--- src/rtl/pipe_ctrl_pkg.sv ---
// Shared definitions for the pipeline hazard/sequencing controller:
// jump-type encodings, FSM states, control-bundle layout and parameter defaults.
package pipe_ctrl_pkg;

    localparam int CNT_W_DEF       = 16;
    localparam int MEM_TIMEOUT_DEF = 255;

    localparam logic [1:0] NO_JUMP = 2'b00;
    localparam logic [1:0] JAL     = 2'b01;
    localparam logic [1:0] JAL_R   = 2'b10;
    localparam logic [1:0] BRANCH  = 2'b11;

    typedef enum logic [1:0] {
        ST_RUN      = 2'd0,
        ST_BUBBLE   = 2'd1,
        ST_WAIT_MEM = 2'd2
    } state_e;

    typedef struct packed {
        logic pc_we;
        logic if_id_we;
        logic id_ex_we;
        logic ex_mem_we;
        logic mem_wb_we;
        logic if_id_flush;
        logic id_ex_flush;
        logic pc_sel;
    } ctrl_t;

    localparam ctrl_t CTRL_FROZEN   = '0;
    localparam ctrl_t CTRL_RUN      = '{pc_we: 1'b1, if_id_we: 1'b1, id_ex_we: 1'b1,
                                        ex_mem_we: 1'b1, mem_wb_we: 1'b1,
                                        if_id_flush: 1'b0, id_ex_flush: 1'b0, pc_sel: 1'b0};
    localparam ctrl_t CTRL_REDIRECT = '{pc_we: 1'b1, if_id_we: 1'b1, id_ex_we: 1'b1,
                                        ex_mem_we: 1'b1, mem_wb_we: 1'b1,
                                        if_id_flush: 1'b1, id_ex_flush: 1'b1, pc_sel: 1'b1};
    localparam ctrl_t CTRL_BUBBLE   = '{pc_we: 1'b0, if_id_we: 1'b0, id_ex_we: 1'b1,
                                        ex_mem_we: 1'b1, mem_wb_we: 1'b1,
                                        if_id_flush: 1'b0, id_ex_flush: 1'b1, pc_sel: 1'b0};

    function automatic logic is_redirect(input logic [1:0] jump_t, input logic br_taken);
        return (jump_t == JAL) || (jump_t == JAL_R) || ((jump_t == BRANCH) && br_taken);
    endfunction

endpackage

--- src/rtl/sat_counter.sv ---
// Up-counter that sticks at all-ones instead of wrapping.
module sat_counter #(
    parameter int W = 16
) (
    input  logic         clk,
    input  logic         rst_n,
    input  logic         inc,
    output logic [W-1:0] cnt
);

    localparam logic [W-1:0] ONE = W'(1);

    logic [W-1:0] cnt_q;

    // NOTE: sequential state is written with non-blocking assignments only, so every
    // flop samples the pre-edge values regardless of block evaluation order.
    always_ff @(posedge clk or negedge rst_n) begin
        if (!rst_n) begin
            cnt_q <= '0;
        end else if (inc && (cnt_q != '1)) begin
            cnt_q <= cnt_q + ONE;
        end
    end

    assign cnt = cnt_q;

endmodule

--- src/rtl/hazard_ctrl.sv ---
// Hazard and sequencing controller for the 5-stage core: load-use bubbles, EX
// redirects, data-memory wait freezes, perf counters and a sticky timeout flag.
module hazard_ctrl
    import pipe_ctrl_pkg::*;
#(
    parameter int CNT_W       = CNT_W_DEF,
    parameter int MEM_TIMEOUT = MEM_TIMEOUT_DEF
) (
    input  logic             clk,
    input  logic             rst_n,
    input  logic [4:0]       id_rs1,
    input  logic [4:0]       id_rs2,
    input  logic             id_use_rs1,
    input  logic             id_use_rs2,
    input  logic [4:0]       ex_rd,
    input  logic             ex_mem_read,
    input  logic [1:0]       ex_jump_t,
    input  logic             ex_br_taken,
    input  logic             mem_req,
    input  logic             dmem_ready,
    output logic             pc_we,
    output logic             if_id_we,
    output logic             id_ex_we,
    output logic             ex_mem_we,
    output logic             mem_wb_we,
    output logic             if_id_flush,
    output logic             id_ex_flush,
    output logic             pc_sel,
    output logic [CNT_W-1:0] stall_cnt,
    output logic [CNT_W-1:0] flush_cnt,
    output logic             mem_err
);

    localparam int              WAIT_W    = $clog2(MEM_TIMEOUT + 1);
    localparam logic [WAIT_W-1:0] WAIT_MAX  = WAIT_W'(MEM_TIMEOUT);
    localparam logic [WAIT_W-1:0] WAIT_LAST = WAIT_W'(MEM_TIMEOUT - 1);
    localparam logic [WAIT_W-1:0] WAIT_ONE  = WAIT_W'(1);

    logic              redirect;
    logic              load_use;
    logic              mem_stall;
    state_e            state_q, state_d;
    ctrl_t             ctrl_c, ctrl_o;
    logic              stall_inc, flush_inc;
    logic [WAIT_W-1:0] wait_cnt_q, wait_cnt_d;
    logic              err_q, err_d;

    assign redirect  = is_redirect(ex_jump_t, ex_br_taken);
    assign mem_stall = mem_req && !dmem_ready;
    assign load_use  = ex_mem_read && (ex_rd != 5'd0) &&
                       ((id_use_rs1 && (id_rs1 == ex_rd)) || (id_use_rs2 && (id_rs2 == ex_rd)));

    // NOTE: every signal written here gets a default first, so no path leaves one
    // unassigned and no latch is inferred.
    always_comb begin
        ctrl_c    = CTRL_FROZEN;
        state_d   = state_q;
        stall_inc = 1'b0;
        flush_inc = 1'b0;
        if (mem_stall) begin
            state_d   = ST_WAIT_MEM;
            stall_inc = 1'b1;
        end else if (redirect) begin
            ctrl_c    = CTRL_REDIRECT;
            state_d   = ST_RUN;
            flush_inc = 1'b1;
        end else if (load_use && (state_q != ST_BUBBLE)) begin
            ctrl_c    = CTRL_BUBBLE;
            state_d   = ST_BUBBLE;
            stall_inc = 1'b1;
        end else begin
            ctrl_c  = CTRL_RUN;
            state_d = ST_RUN;
        end
    end

    // Wait length counts the stalled cycle that enters WAIT_MEM as the first one.
    always_comb begin
        wait_cnt_d = '0;
        err_d      = err_q;
        if (mem_stall) begin
            wait_cnt_d = (wait_cnt_q == WAIT_MAX) ? wait_cnt_q : wait_cnt_q + WAIT_ONE;
            err_d      = err_q || (wait_cnt_q >= WAIT_LAST);
        end
    end

    always_ff @(posedge clk or negedge rst_n) begin
        if (!rst_n) begin
            state_q    <= ST_RUN;
            wait_cnt_q <= '0;
            err_q      <= 1'b0;
        end else begin
            state_q    <= state_d;
            wait_cnt_q <= wait_cnt_d;
            err_q      <= err_d;
        end
    end

    assign ctrl_o      = rst_n ? ctrl_c : CTRL_FROZEN;
    assign pc_we       = ctrl_o.pc_we;
    assign if_id_we    = ctrl_o.if_id_we;
    assign id_ex_we    = ctrl_o.id_ex_we;
    assign ex_mem_we   = ctrl_o.ex_mem_we;
    assign mem_wb_we   = ctrl_o.mem_wb_we;
    assign if_id_flush = ctrl_o.if_id_flush;
    assign id_ex_flush = ctrl_o.id_ex_flush;
    assign pc_sel      = ctrl_o.pc_sel;
    assign mem_err     = err_q;

    sat_counter #(.W(CNT_W)) u_stall_cnt (
        .clk   (clk),
        .rst_n (rst_n),
        .inc   (stall_inc),
        .cnt   (stall_cnt)
    );

    sat_counter #(.W(CNT_W)) u_flush_cnt (
        .clk   (clk),
        .rst_n (rst_n),
        .inc   (flush_inc),
        .cnt   (flush_cnt)
    );

endmodule

--- config.mk ---
export PLATFORM = sky130hd
export DESIGN_NAME = hazard_ctrl
export DESIGN_NICKNAME = d
export VERILOG_FILES = /design/src/rtl/pipe_ctrl_pkg.sv /design/src/rtl/sat_counter.sv /design/src/rtl/hazard_ctrl.sv
export SDC_FILE = /design/constraint.sdc
export NUM_CORES = 1
export LEC_CHECK = 0
export ABC_AREA = 1
export CORE_MARGIN = 2
export CORE_UTILIZATION = 46
export DETAILED_ROUTE_END_ITERATION = 8
export PLACE_DENSITY_LB_ADDON = 0.2
export SYNTH_ARGS = -nofsm -noshare
export SYNTH_HDL_FRONTEND = slang
export SYNTH_HIERARCHICAL = 1
export SYNTH_SLANG_ARGS = --single-unit
--- constraint.sdc ---
create_clock -name clk -period 1.5 [get_ports clk]
set_input_delay 0.3 -clock clk [delete_from_list [all_inputs] [get_ports clk]]
set_output_delay 0.3 -clock clk [all_outputs]
set_load 0.1 [all_outputs]
### Yosys cells after proc, flatten, opt, wreduce, memory -nomap -nowiden

Index checks and enable logic that the tools add are counted.

| storage, ports and cells | value |
|---|---|
| output and inout bits | 41 |
| register bits after elaboration | 43 |
| word-level logic and storage cells | 48 |

| cells by class | value |
|---|---|
| equality and inequality tests | 10 |
| add/sub/neg operators | 3 |
| mux-type cells | 14 |
| $lt $le $gt $ge | 1 |
| reductions and logical operators | 15 |

Operators with widths:

| operator | count |
|---|---|
| $mux W8 | 6 |
| $add A16 B1 Y16 const B | 2 |
| $ne A16 B16 Y1 const B | 2 |
| $eq A5 B5 Y1 | 2 |
| $logic_and A1 B1 Y1 | 9 |
| $add A8 B1 Y8 const B | 1 |
| $eq A8 B8 Y1 const B | 1 |
| $ge A8 B8 Y1 const B | 1 |
| $mux W1 | 7 |
| $reduce_bool A5 Y1 | 1 |
| $eq A2 B2 Y1 const B | 2 |
| $logic_or A1 B1 Y1 | 4 |
| $eq A2 B1 Y1 const B | 1 |
| $mux W2 | 1 |
| $ne A2 B1 Y1 const B | 1 |
| $ne A2 B2 Y1 const B | 1 |
| $logic_not A1 Y1 | 1 |

### Longest topological paths before layout

| logic depth | value |
|---|---|
| depth after elaboration | 9 |
| depth in mapped cells | 16 |
| mapped depth without buffers | 16 |

### Cells and area by module

Netlist, hierarchy kept.

By module, submodules not included:

| module | cells each | instances | area an instance (um^2) |
|---|---|---|---|
| sat_counter | 149 | 2 | 1058.5 |
| hazard_ctrl | 135 | 1 | 875.8 |

### Worst setup path before layout

Ideal clock, no wire load.

| timing path | value |
|---|---|
| path kind | input -> output |
| from | input ex_jump_t[0] |
| to | output pc_sel |
| path slack | -1.196 ns |
| path buffers | 1 |
| required time | 1.200 ns |
| cell stages on the path | 4 |
| arrival | 2.396 ns |
| path through | ha_1 -> a21oi_1 -> nor2_1 -> buf_4 |

| between the ends | value |
|---|---|
| longest elaborated chain between the ends | 6 |
| elaborated cells on any way between the ends | 9 |
| classes of those cells | 3 x eq/ne; 3 x mux; 3 x reduce/logical |

Ends and longest elaborated chain:

| what | RTL line | RTL |
|---|---|---|
| start, declared | hazard_ctrl.sv:17 | `input logic [1:0] ex_jump_t,` |
| $eq A2 B1 Y1 / $eq A2 B2 Y1 (equally long branches) | pipe_ctrl_pkg.sv:42 | `return (jump_t == JAL) \|\| (jump_t == JAL_R) \|\| ((jump_t == BRANCH) && br_taken);` |
| $logic_or A1 B1 Y1 / $logic_and A1 B1 Y1 (equally long branches) | pipe_ctrl_pkg.sv:42 |  |
| $logic_or A1 B1 Y1 * | pipe_ctrl_pkg.sv:42 |  |
| $mux W8 * | hazard_ctrl.sv:63 | `end else if (redirect) begin` |
| $mux W8 * | hazard_ctrl.sv:60 | `if (mem_stall) begin` |
| $mux W8 * | hazard_ctrl.sv:99 | `assign ctrl_o = rst_n ? ctrl_c : CTRL_FROZEN;` |
| end, declared | hazard_ctrl.sv:28 | `output logic pc_sel,` |

Mark *: on every way between the ends. The rest lies on a longest branch, timed or not.

### Worst setup path in the final report

| timing path | value |
|---|---|
| from | register state_q[0] |
| to | output pc_we |

| between the ends | value |
|---|---|
| longest elaborated chain between the ends | 6 |

Ends and longest elaborated chain:

| what | RTL line | RTL |
|---|---|---|
| start, declared | hazard_ctrl.sv:42 | `state_e state_q, state_d;` |
| start signal, assigned | hazard_ctrl.sv:93 | `state_q <= state_d;` |
| $ne A2 B1 Y1 | hazard_ctrl.sv:67 | `end else if (load_use && (state_q != ST_BUBBLE)) begin` |
| $logic_and A1 B1 Y1 | hazard_ctrl.sv:67 |  |
| $mux W8 | hazard_ctrl.sv:67 |  |
| $mux W8 | hazard_ctrl.sv:63 |  |
| $mux W8 | hazard_ctrl.sv:60 |  |
| $mux W8 | hazard_ctrl.sv:99 |  |
| end, declared | hazard_ctrl.sv:21 | `output logic pc_we,` |

Every way passes these cells.

==> metrics.txt <==
CTS H-Tree Depth=2; Max Slew Vio Count=0; Seq/Total Area, Yosys=between 30% and 40%; syn_area_per_cell=between 6 and 7 µm²; IR drop worst, VDD=0.00151 V; residual DRC count=0; Crit Reg-Reg Startpoint=u_flush_cnt/cnt[1]; Flop pwr share=approximately 28%; Setup TNS=-0.637 ns; Placeable Area=6310 µm²; worst-skew pair later-pin latency=about 0.30 ns; sw frac=between 40% and 50%; RSZ-0062 raised after global routing=true; distinct cell type count after synthesis=30; buffers plus inverters on the worst setup path=3; Setup WS post-layout=-0.193 ns; CP max stage delay=~0.39 ns; XOR/XNOR Fraction of Synth Area=between 3 and 4%; total track usage=22.1%; Initial Util=a little under half; CTS tree=built; Top Ports=66; slowest CP cell=dfrtp_1; router iterations before antenna repair=4; # clock sinks=43; via count=3142; core occupancy in the finished layout=between 70% and 80%; CP Capture Type=output port; proportion of layout cells with a drive suffix above 1=about 40%; combinational group share of total power=a little under three fifths; cell family with most CP delay=flip-flops; die area=7170 µm²; LEAKAGE=0.00216 µW; DP Cell Count=~590; type of origin of the critical path=flip-flop; routability congestion estimate=0.902; ANT nets after route=0; # rows=29; Initial DRC Count=123; Max Fclk=0.591 GHz; Pwr Total=6090 µW; clock share of power=between 10% and 20%; routed len/inst=around 13 µm; Root Driver=clkbuf_8; synthesized net count=463; final clock skew=about 0.015 ns; final setup fails=12; global-route wire length before repair=approximately 13000 µm; Via density=5.16; Clock Tree Buf Depth=2; worst-margin pin slew=around 0.57 ns; Synth Instances=between 400 and 500; cells along the critical path=nand2_2 -> nand3_2 -> inv_2 -> nand3_2 -> nand2_2 -> clkinvlp_4 -> buf_12; Ys Warns=6; # hold bufs at CTS=0; adder-cell area share of the yosys netlist=2.09%; grt ovf=0; worst setup path startpoint=state_q[0]; Routed Wire Length=8220 µm; clock-pin transition on the worst setup and hold timing paths=0.08 ns; Die H=about 85 µm; largest family of logic cells by synthesized area=simple AND/OR/NAND/NOR gates; synthesized cell area=~3000 µm²; simple logic cell fraction of the synthesized area=a little over two fifths; Compound-Gate Fraction of Synth Area=5.52%; ANT cells=0; post-synthesis register bit count=43; Crit path required time=~1.2 ns; fin crit period=~1.7 ns; Final period util=113%; mux share of post-synthesis cell area=0%; post-detail-place hpwl=roughly 5700 µm; Crit Path Max Fanout=2; switching pwr=around 2900 µW; CTS buffer count=5; WP data arrival=between 1 and 1.5 ns; Area Growth Syn to Fin=59.2%; die width=between 80 and 90 µm; Final #Nets=about 560; largest net degree at the start of global routing=44; Slew HR=61.9%; Hold Crit Class=input pin to asynchronous set/reset pin; violated checks=setup timing; status=complete, but fails checks; non-filler instance count after layout=between 600 and 700; initial antenna violation count=0; port bufs=between 60 and 70; MaxCap Viol Count=0; vias in the first global route=3008; Power Dens Cells=1280 nW/µm²; Setup CP Type=flip-flop to output port; final hold vios=0; Internal Power=between 3000 and 4000 µW
==> metal layers <==
metal  vias to the layer above  share of wire (%)  global-route usage [%]
met5                         -                  0                       0
met4                         0                1.4                    6.49
met3                        15                3.8                    3.64
met2                        80                 53                    39.4
met1                      1511                 42                    27.4
li1                       1536                  -                       -
==> kinds of logic (layout without fill, tap and decap cells) <==
logic type      count (synthesis)  after routing
compound gates                 28             28
xor+xnor                       12             12
fa+ha+maj                       5              5
buf+inv                        61            160
flops                          43             43
simple gates                  284            284
==> through the flow <==
step | area [µm²] | hold slack (ns) | setup slack, ns
3_5_place_dp | 4510 | 0.469 | -0.691
4_1_cts | 4580 | 0.193 | -0.197
3_3_place_gp | 4510 | 0.475 | -0.575
2_1_floorplan | 3260 | 0.00441 | -0.743
6_report | 4760 | 0.169 | -0.193
5_1_grt | 4760 | 0.223 | -0.252
==> registers in the layout (all words and copies together), names as in the netlist <==
name and flops:
u_stall_cnt/cnt 16, u_flush_cnt/cnt 16, wait_cnt_q 8, state_q 2
mem_err 1
==> area by class of cell <==
cell class	instances	area (µm²)
Clock inverter	1	30.0
Tap cell	77	96.3
Timing Repair Buffer	101	1310
Fill cell	434	1550
Multi-Input combinational cell	329	1840
Sequential cell	43	1200
Clock buffer	6	72.6
Inverter	52	224
==> placed cells by master, fill, tap and decap left out, types with 2 or more instances in the layout <==
cell type,n
nand2_1,157
inv_2,12
nand4_1,12
nand4_4,2
xor2_1,2
nand2_2,19
nand2_8,2
buf_12,44
nor2_4,12
inv_1,35
nand3_2,2
a21oi_1,2
clkbuf_16,2
buf_4,30
xnor2_1,10
ha_4,3
o21ai_0,10
inv_4,2
dfrtp_1,11
clkinvlp_4,2
nand3_1,20
clkbuf_8,5
nand2_4,4
nor2_1,37
clkbuf_2,5
ha_1,2
o21ai_2,5
o21ai_1,5
dlygate4sd2_1,4
nor2_2,11
dfrtp_4,32
buf_2,14
==> power by group through the flow <==
| stage | sequential, µW | combinational, µW | clock, µW |
|---|---|---|---|
| 2_1_floorplan | 2980 | 770 | 0 |
| 3_3_place_gp | 1770 | 3200 | 0 |
| 3_5_place_dp | 1780 | 3250 | 0 |
| 4_1_cts | 1750 | 3250 | 906 |
| 5_1_grt | 1770 | 3600 | 951 |
| 6_report | 1740 | 3460 | 894 |
==> synthesized netlist by cell type <==
cell	instances	area share (%)
ha_1	5	2.1
inv_2	8	1.0
or2_2	1	0.21
dfrtp_1	43	36
nor4_1	1	0.21
o21ai_2	4	1.2
xor2_1	2	0.59
xnor2_1	10	2.9
nor2_2	6	1.3
nand2_1	172	22
and3_1	1	0.21
nor2_8	1	0.67
a211oi_1	1	0.25
o21ai_0	15	2.5
nand3_1	22	3.7
buf_4	4	1.0
nor2_4	8	3.0
inv_1	44	5.5
nand3_4	1	0.59
nor3_2	1	0.33
buf_6	5	1.9
o21bai_1	1	0.25
nand2_2	10	2.1
o22ai_1	1	0.21
nor2_1	46	5.8
nand4_1	12	2.5
nand4_4	2	1.4
o21ai_1	1	0.17
a21oi_1	4	0.67
o2111ai_1	1	0.29
==> worst reg2reg max path: cells and delay by family, from the launching register on <==
family,cells,cell delay (ns)
and+or+nand+nor,5,0.38
AOI/OAI and AO/OA,1,0.08
buffers and inverters,2,0.26
DFF,1,0.52
adders and majority gates,1,0.21
==> what timing repair did <==
action	4_1_cts	5_1_grt
cloned	0	2
pin swaps	30	22
setup buffers	2	11
setup endpoints to repair	40	38
hold endpoints to repair	0	0
resized for setup	73	37
==> worst paths after layout <==
| path | endpoint | slack, ns | depth (start not counted) |
|---|---|---|---|
| max in group asynchronous | u_flush_cnt/cnt[5] | 0.88 | 2 |
| worst max-delay path | pc_we | -0.19 | 7 |
| worst min-delay path | wait_cnt_q[7] | 0.17 | 2 |
| min in group clk | wait_cnt_q[7] | 0.50 | 2 |
| worst min register to register | wait_cnt_q[7] | 0.50 | 2 |
| worst max register to register | u_flush_cnt/cnt[9] | -0.04 | 9 |
No activity file was read; power rests on OpenSTA's default activity.
